$ cat src/rtl/mock8080_pkg.sv
// Shared definitions for the Mock8080 program memory and loader.
//   state_t     : loader/boot sequencer states
//   OPC_NOP     : opcode returned to the CPU while it is not running
//   DEF_ADDR_W  : default address width
//   DEF_DATA_W  : default data width
package mock8080_pkg;

  localparam int DEF_ADDR_W = 8;
  localparam int DEF_DATA_W = 8;

  localparam logic [7:0] OPC_NOP = 8'h00;

  typedef enum logic [1:0] {
    IDLE = 2'd0,
    LOAD = 2'd1,
    BOOT = 2'd2,
    RUN  = 2'd3
  } state_t;

endpackage

$ cat src/rtl/ram_sp.sv
// Single-port synchronous RAM, 2**ADDR_W x DATA_W.
// Registered read with read-before-write: a write and a read of the same
// address in one cycle returns the old contents.
// No reset: contents survive a block reset.
//   clk_qzt : clock
//   addr    : read/write address
//   we      : write enable
//   wdata   : write data
//   q       : registered read data
module ram_sp #(
  parameter int ADDR_W = 8,
  parameter int DATA_W = 8
) (
  input  logic              clk_qzt,
  input  logic [ADDR_W-1:0] addr,
  input  logic              we,
  input  logic [DATA_W-1:0] wdata,
  output logic [DATA_W-1:0] q
);

  logic [DATA_W-1:0] mem [2**ADDR_W];

  always_ff @(posedge clk_qzt) begin
    if (we) mem[addr] <= wdata;
    q <= mem[addr];
  end

endmodule

$ cat src/rtl/prog_mem_loader.sv
// Program/data memory for the Mock8080 CPU with a byte-stream loader.
// A load session writes ld_len bytes from ld_base, then the CPU is booted at
// ld_base by holding cpu_reset high for RST_HOLD cycles before running.
//
//   state | meaning
//   IDLE  | after reset; CPU disabled, loader not accepting
//   LOAD  | accepting loader bytes into memory, CPU disabled
//   BOOT  | CPU enabled with cpu_reset held high for RST_HOLD cycles
//   RUN   | CPU owns the memory port; ld_start begins a new load
//
// Ports:
//   clk_qzt, reset          : clock, async active-high reset
//   ld_start/ld_base/ld_len : start a session (ld_len 0 means full depth)
//   ld_valid/ld_data/ld_ready : loader byte handshake
//   cpu_addr/cpu_wdata/cpu_we/cpu_rdata : CPU memory bus
//   cpu_en/cpu_reset/cpu_res_addr       : CPU control
//   busy      : high in LOAD or BOOT
//   ld_count  : bytes accepted in the current or last session
module prog_mem_loader
  import mock8080_pkg::*;
#(
  parameter int ADDR_W   = DEF_ADDR_W,
  parameter int DATA_W   = DEF_DATA_W,
  parameter int RST_HOLD = 64
) (
  input  logic              clk_qzt,
  input  logic              reset,
  input  logic              ld_start,
  input  logic [ADDR_W-1:0] ld_base,
  input  logic [ADDR_W-1:0] ld_len,
  input  logic              ld_valid,
  input  logic [DATA_W-1:0] ld_data,
  output logic              ld_ready,
  input  logic [ADDR_W-1:0] cpu_addr,
  input  logic [DATA_W-1:0] cpu_wdata,
  input  logic              cpu_we,
  output logic [DATA_W-1:0] cpu_rdata,
  output logic              cpu_en,
  output logic              cpu_reset,
  output logic [ADDR_W-1:0] cpu_res_addr,
  output logic              busy,
  output logic [ADDR_W:0]   ld_count
);

  localparam int CNT_W = ADDR_W + 1;
  localparam int BT_W  = $clog2(RST_HOLD + 1);

  state_t state, state_next;

  logic [ADDR_W-1:0] ptr;
  logic [CNT_W-1:0]  len;
  logic [BT_W-1:0]   boot_cnt;

  logic              start_ok;
  logic              accept;
  logic              last_byte;
  logic [CNT_W-1:0]  len_in;
  logic [CNT_W-1:0]  count_inc;

  logic [ADDR_W-1:0] ram_addr;
  logic              ram_we;
  logic [DATA_W-1:0] ram_wdata;
  logic [DATA_W-1:0] ram_q;

  // A length of zero selects the whole memory, hence the extra count bit.
  assign len_in    = (ld_len == '0) ? CNT_W'(2**ADDR_W) : {1'b0, ld_len};
  assign start_ok  = ld_start && ((state == IDLE) || (state == RUN));
  assign accept    = (state == LOAD) && ld_valid;
  assign count_inc = ld_count + CNT_W'(1);
  assign last_byte = accept && (count_inc == len);

  always_ff @(posedge clk_qzt or posedge reset) begin
    if (reset) state <= IDLE;
    else       state <= state_next;
  end

  always_comb begin
    state_next = state;
    ld_ready   = 1'b0;
    cpu_en     = 1'b0;
    cpu_reset  = 1'b0;
    busy       = 1'b0;
    case (state)
      IDLE: begin
        if (start_ok) state_next = LOAD;
      end
      LOAD: begin
        ld_ready = 1'b1;
        busy     = 1'b1;
        if (last_byte) state_next = BOOT;
      end
      BOOT: begin
        cpu_en    = 1'b1;
        cpu_reset = 1'b1;
        busy      = 1'b1;
        if (boot_cnt == '0) state_next = RUN;
      end
      RUN: begin
        cpu_en = 1'b1;
        if (start_ok) state_next = LOAD;
      end
      default: state_next = IDLE;
    endcase
  end

  always_ff @(posedge clk_qzt or posedge reset) begin
    if (reset) begin
      ptr          <= '0;
      len          <= '0;
      ld_count     <= '0;
      cpu_res_addr <= '0;
      boot_cnt     <= '0;
    end else begin
      if (start_ok) begin
        ptr          <= ld_base;
        cpu_res_addr <= ld_base;
        len          <= len_in;
        ld_count     <= '0;
      end else if (accept) begin
        ptr      <= ptr + ADDR_W'(1);
        ld_count <= count_inc;
      end

      // Down-counter loaded on LOAD->BOOT; terminal count at zero gives
      // exactly RST_HOLD cycles in BOOT.
      if (last_byte)              boot_cnt <= BT_W'(RST_HOLD - 1);
      else if (state == BOOT && boot_cnt != '0) boot_cnt <= boot_cnt - BT_W'(1);
    end
  end

  // Single write port: loader owns it in LOAD, CPU in RUN.
  always_comb begin
    ram_addr  = cpu_addr;
    ram_we    = cpu_we && (state == RUN);
    ram_wdata = cpu_wdata;
    if (state == LOAD) begin
      ram_addr  = ptr;
      ram_we    = accept;
      ram_wdata = ld_data;
    end
  end

  ram_sp #(
    .ADDR_W (ADDR_W),
    .DATA_W (DATA_W)
  ) u_ram (
    .clk_qzt (clk_qzt),
    .addr    (ram_addr),
    .we      (ram_we),
    .wdata   (ram_wdata),
    .q       (ram_q)
  );

  assign cpu_rdata = (state == RUN) ? ram_q : DATA_W'(OPC_NOP);

endmodule

$ cat config.mk
export PLATFORM = sky130hd
export DESIGN_NAME = prog_mem_loader
export DESIGN_NICKNAME = d
export VERILOG_FILES = /design/src/rtl/mock8080_pkg.sv /design/src/rtl/ram_sp.sv /design/src/rtl/prog_mem_loader.sv
export SDC_FILE = /design/constraint.sdc
export NUM_CORES = 2
export LEC_CHECK = 0
export BUFFER_PORTS_ARGS = -buffer_cell sky130_fd_sc_hd__buf_4
export CAP_MARGIN = 0
export CELL_PAD_IN_SITES_DETAIL_PLACEMENT = 0
export CELL_PAD_IN_SITES_GLOBAL_PLACEMENT = 1
export CORE_MARGIN = 2
export CORE_UTILIZATION = 55
export DETAILED_ROUTE_END_ITERATION = 7
export PLACE_DENSITY = 0.77
export SLEW_MARGIN = 20
export SYNTH_ARGS = -nofsm -noshare
export SYNTH_HDL_FRONTEND = slang
export SYNTH_SLANG_ARGS = --single-unit
$ cat constraint.sdc
create_clock -name clk_qzt -period 4.3 [get_ports clk_qzt]
set_clock_uncertainty 0.05 [all_clocks]
set_input_delay 0.43 -clock clk_qzt [delete_from_list [all_inputs] [get_ports clk_qzt]]
set_output_delay 0.43 -clock clk_qzt [all_outputs]
set_load 0.05 [all_outputs]
==> results by group <==
STA
  – Min Hold Slack: about 0.23 ns
  – Post-route setup slack: around 0.0018 ns
  – Unrepaired setup endpoints after global routing: no
  – # setup viols final: 0
  – Final hold viol count: 0
  – TNS Setup: 0 ns
  – Rel. slew slack: 0.2536
  – Fin. max-slew vios: 0
  – Crit share post-route: 0.9996
  – Worst slew pin tran: about 1.1 ns
  – Achievable Freq: roughly 0.23 GHz
  – Period minus WS final: 4.298 ns

Synthesis
  – Primary FF master, synth: edfxtp_1
  – Ranking of synthesized cells by area: edfxtp_1 74%, mux4_2 8.4%, nand2_1 3.6%, nand3_1 1.8%, nor2_1 1.5%
  – Async S/R FF share, synth: 0.02049
  – Seq/Total Area, Yosys: 0.7593
  – Synth Net Count: 4922
  – Ys Warns: 0
  – Cell taking the most area after synthesis: edfxtp_1
  – Cells after Synth: between 4000 and 5000
  – Top cell type's share of synthesized area: 0.7444
  – Netlist Area Pre-Place: 82620 um^2
  – Post-Syn Area per Cell: ~17 um^2
  – Synth cell types: a little over 70
  – EDFF count, synth: between 2000 and 2500
  – Synth Register Bits: ~2100

Global route
  – Overall global routing resource usage: 0.3258
  – Initial antenna violation count: 13
  – First-pass GRT wire length: roughly 350 mm
  – Vias in the first global route: 47350
  – GRT overflow: 0
  – Largest net degree at the start of global routing: between 100 and 150

Placed design
  – Pre-CTS setup slack: -0.4760 ns
  – Final RePlAce weighted congestion: ~0.94
  – PortBufs: 73
  – Post-DP HPWL: approximately 160 mm

Worst setup path
  – Slowest cell on the critical path: mux2i_2
  – Worst setup path startpoint: state[1]
  – Slowest cell delay on critical path: ~0.46 ns
  – FF-to-FF path depth: 14
  – Worst r2r src: state[1]
  – Crit start category: register
  – Critical Path Stages: 14
  – Crit path buf inv count: 5
  – CP Cell Sequence: inv_1 > ha_2 > mux2i_4 > buf_12 > buf_12 > buf_4 > mux2i_2 > a221oi_2 > o21ai_1 > nand3_1 > a211oi_2 > buf_4 > o22a_1 > o221ai_1
  – Worst path top cell family by delay: compound AO/OA/AOI/OAI gates
  – Worst-path fanout max: 26
  – Crit path capture type: register
  – CP arrival: ~5.0 ns
  – WP data required: between 4 and 5 ns
  – Setup Crit Path Kind: reg -> reg

Route
  – Initial DRC count: ~8000
  – DR vias/cell: ~6.5
  – 1st-pass router iterations: 8
  – DRT Wirelength: 248.8 mm
  – Total number of vias: between 40000 and 50000
  – DRC: 0
  – Final ANT Viol Nets: 0
  – DR WL/cell: ~33 um

Cells and area
  – Area Growth Syn to Fin: 16.15%
  – Share of post-route cells with drive strength above 1: 0.2258
  – Final Util: 0.6423
  – Final net count: between 5000 and 6000

Flow run
  – Max Cap Viol: 0

Pwr
  – Design Power: a little over 60000 uW
  – Leak pwr: about 0.032 uW
  – Maximum VDD drop: 0.4197 mV
  – Pwr/cell area: roughly 650 nW/um^2

Clock tree
  – H-tree depth: 4
  – CTS tree: yes
  – Worst-path clk slew: about 0.060 ns
  – Num Clock Sinks: between 2000 and 2500
  – Max clock buf depth: 3
  – Clock root buffer: clkbuf_16
  – Clock latency on the worst-skew pair: 0.84 ns
  – Post-CTS Setup Bufs: 0
  – CTS Buf Count: approximately 210

Die
  – Die width: just under 400 um
  – Die ar.: between 150000 and 200000 um^2
  – Die Ht: 391.6 um
  – FP Rows: approximately 140
  – Initial Utilization: 0.5529
  – Core area: around 150000 um^2
  – Ports: 74

Min path
  – Worst Hold Class: in -> async

Status
  – Outcome: completed
[timing repair]
action,in CTS,in global routing
hold buffers,19,0
hold endpoints to repair,78,0
gates resized for setup,7,7
endpoints found under the setup margin,3,3
pin swaps,0,0
[final cells by class]
cell class | count | area, um^2
Fill cell | 10290 | 53460
Tap cell | 2016 | 2522
Multi-Input combinational cell | 2470 | 18700
Clock inverter | 122 | 1109
Antenna cell | 2 | 5.005
Sequential cell | 2099 | 62740
Inverter | 10 | 37.54
Clock buffer | 264 | 5415
Timing Repair Buffer | 634 | 5445
[power by group]
part	switching (uW)	leakage (uW)	total, uW	internal [uW]
Sequential	281	0.0190	24800	24500
Combinational	13500	0.00984	19900	6480
Clock	7730	0.00318	17500	9780
[layer usage]
metal | vias up | GRT usage | wire, um
met4 | 14 | 0.1463 | 12820
met2 | 3415 | 0.4759 | 110600
met5 | - | 0 | 140
met1 | 25480 | 0.4616 | 93290
met3 | 631 | 0.09056 | 32030
li1 | 20200 | - | -
[synth_stat cells, types with 7 or more instances]
cell type  number
a22oi_1       118
or2_2           7
a21oi_1        91
dfrtp_1        43
a32o_1          7
a311o_1         7
nand2b_1        7
mux2_2         11
o22ai_1        11
buf_4          29
o211ai_1       12
mux4_2        308
xor2_1         15
dfxtp_1         8
a32oi_1        13
nor2_1        333
nand2_1       786
inv_1          10
ha_1            8
nand4_1        37
xnor2_1        17
or4_1           7
clkbuf_1      105
nor3_1         18
mux2i_1        96
o21ai_0        31
buf_1          27
edfxtp_1     2048
nor4_1         12
and3_1         37
a221oi_1       21
nand3_1       289
and2_1         11
a311oi_1       49
a211oi_1        8
a31oi_1        22
buf_2         104
buf_6          23
[sequential cells by signal (all words and copies together), names as in the netlist]
name,count
boot_cnt,7
cpu_res_addr,8
ld_count,9
len,9
ptr,8
state,2
u_ram.mem,2048
u_ram.q,8
[metrics by stage]
step,area (um^2),instances
3_5_place_dp,89180,7210
4_1_cts,95930,7615
3_3_place_gp,89180,7210
5_1_grt,95960,7615
2_1_floorplan,82620,4869
6_report,95970,7617
[cells in the final DEF, fill, tap and decap left out, drive strengths merged, types with 12 or more instances in the layout]
cell	netlist	final
mux2i	97	97
xnor2	17	17
nand3	289	289
a221oi	22	22
nand4	37	37
clkinv	0	96
nand2	786	786
edfxtp	2048	2048
nor4	12	12
buf	185	615
o211ai	12	12
nor2	333	333
mux4	308	308
nor3	18	18
and3	37	37
inv	10	16
a22oi	118	118
o21ai	34	34
a31oi	22	22
dlygate4sd3	0	19
a32oi	13	13
dfrtp	43	43
bufinv	0	14
a311oi	49	49
xor2	15	15
mux2	12	12
a21oi	91	91
clkbuf	105	264
[path summary, 6_finish.rpt]
check | to | slack, ns
worst max-delay path | u_ram.q[6] | 0.002
worst min-delay path | ptr[7] | 0.23
worst max register to register | u_ram.q[6] | 0.002
worst min register to register | cpu_res_addr[2] | 0.43
max in group asynchronous | ld_count[3] | 3.58
min in group clk_qzt | len[0] | 0.28
[kinds of logic after synthesis]
| family | synth area share |
|---|---|
| flip-flops | 0.7593 |
| AND/OR/NAND/NOR | 0.08043 |
| AO/OA/AOI/OAI | 0.03933 |
| multiplexers | 0.09744 |
| buffers and inverters | 0.01888 |
| XOR/XNOR | 0.003392 |
| adder cells (fa/ha/maj) | 0.001212 |
[worst reg2reg max path, delay by kind of cell, from the launching register on]
family,cells,cell delay [ns]
and+or+nand+nor,1,0.22
buffers and inverters,5,1.18
AOI/OAI and AO/OA,5,1.20
adders and majority gates,1,0.37
muxes,2,0.77
DFF,1,0.40
Power figures use the tool's default switching activity.
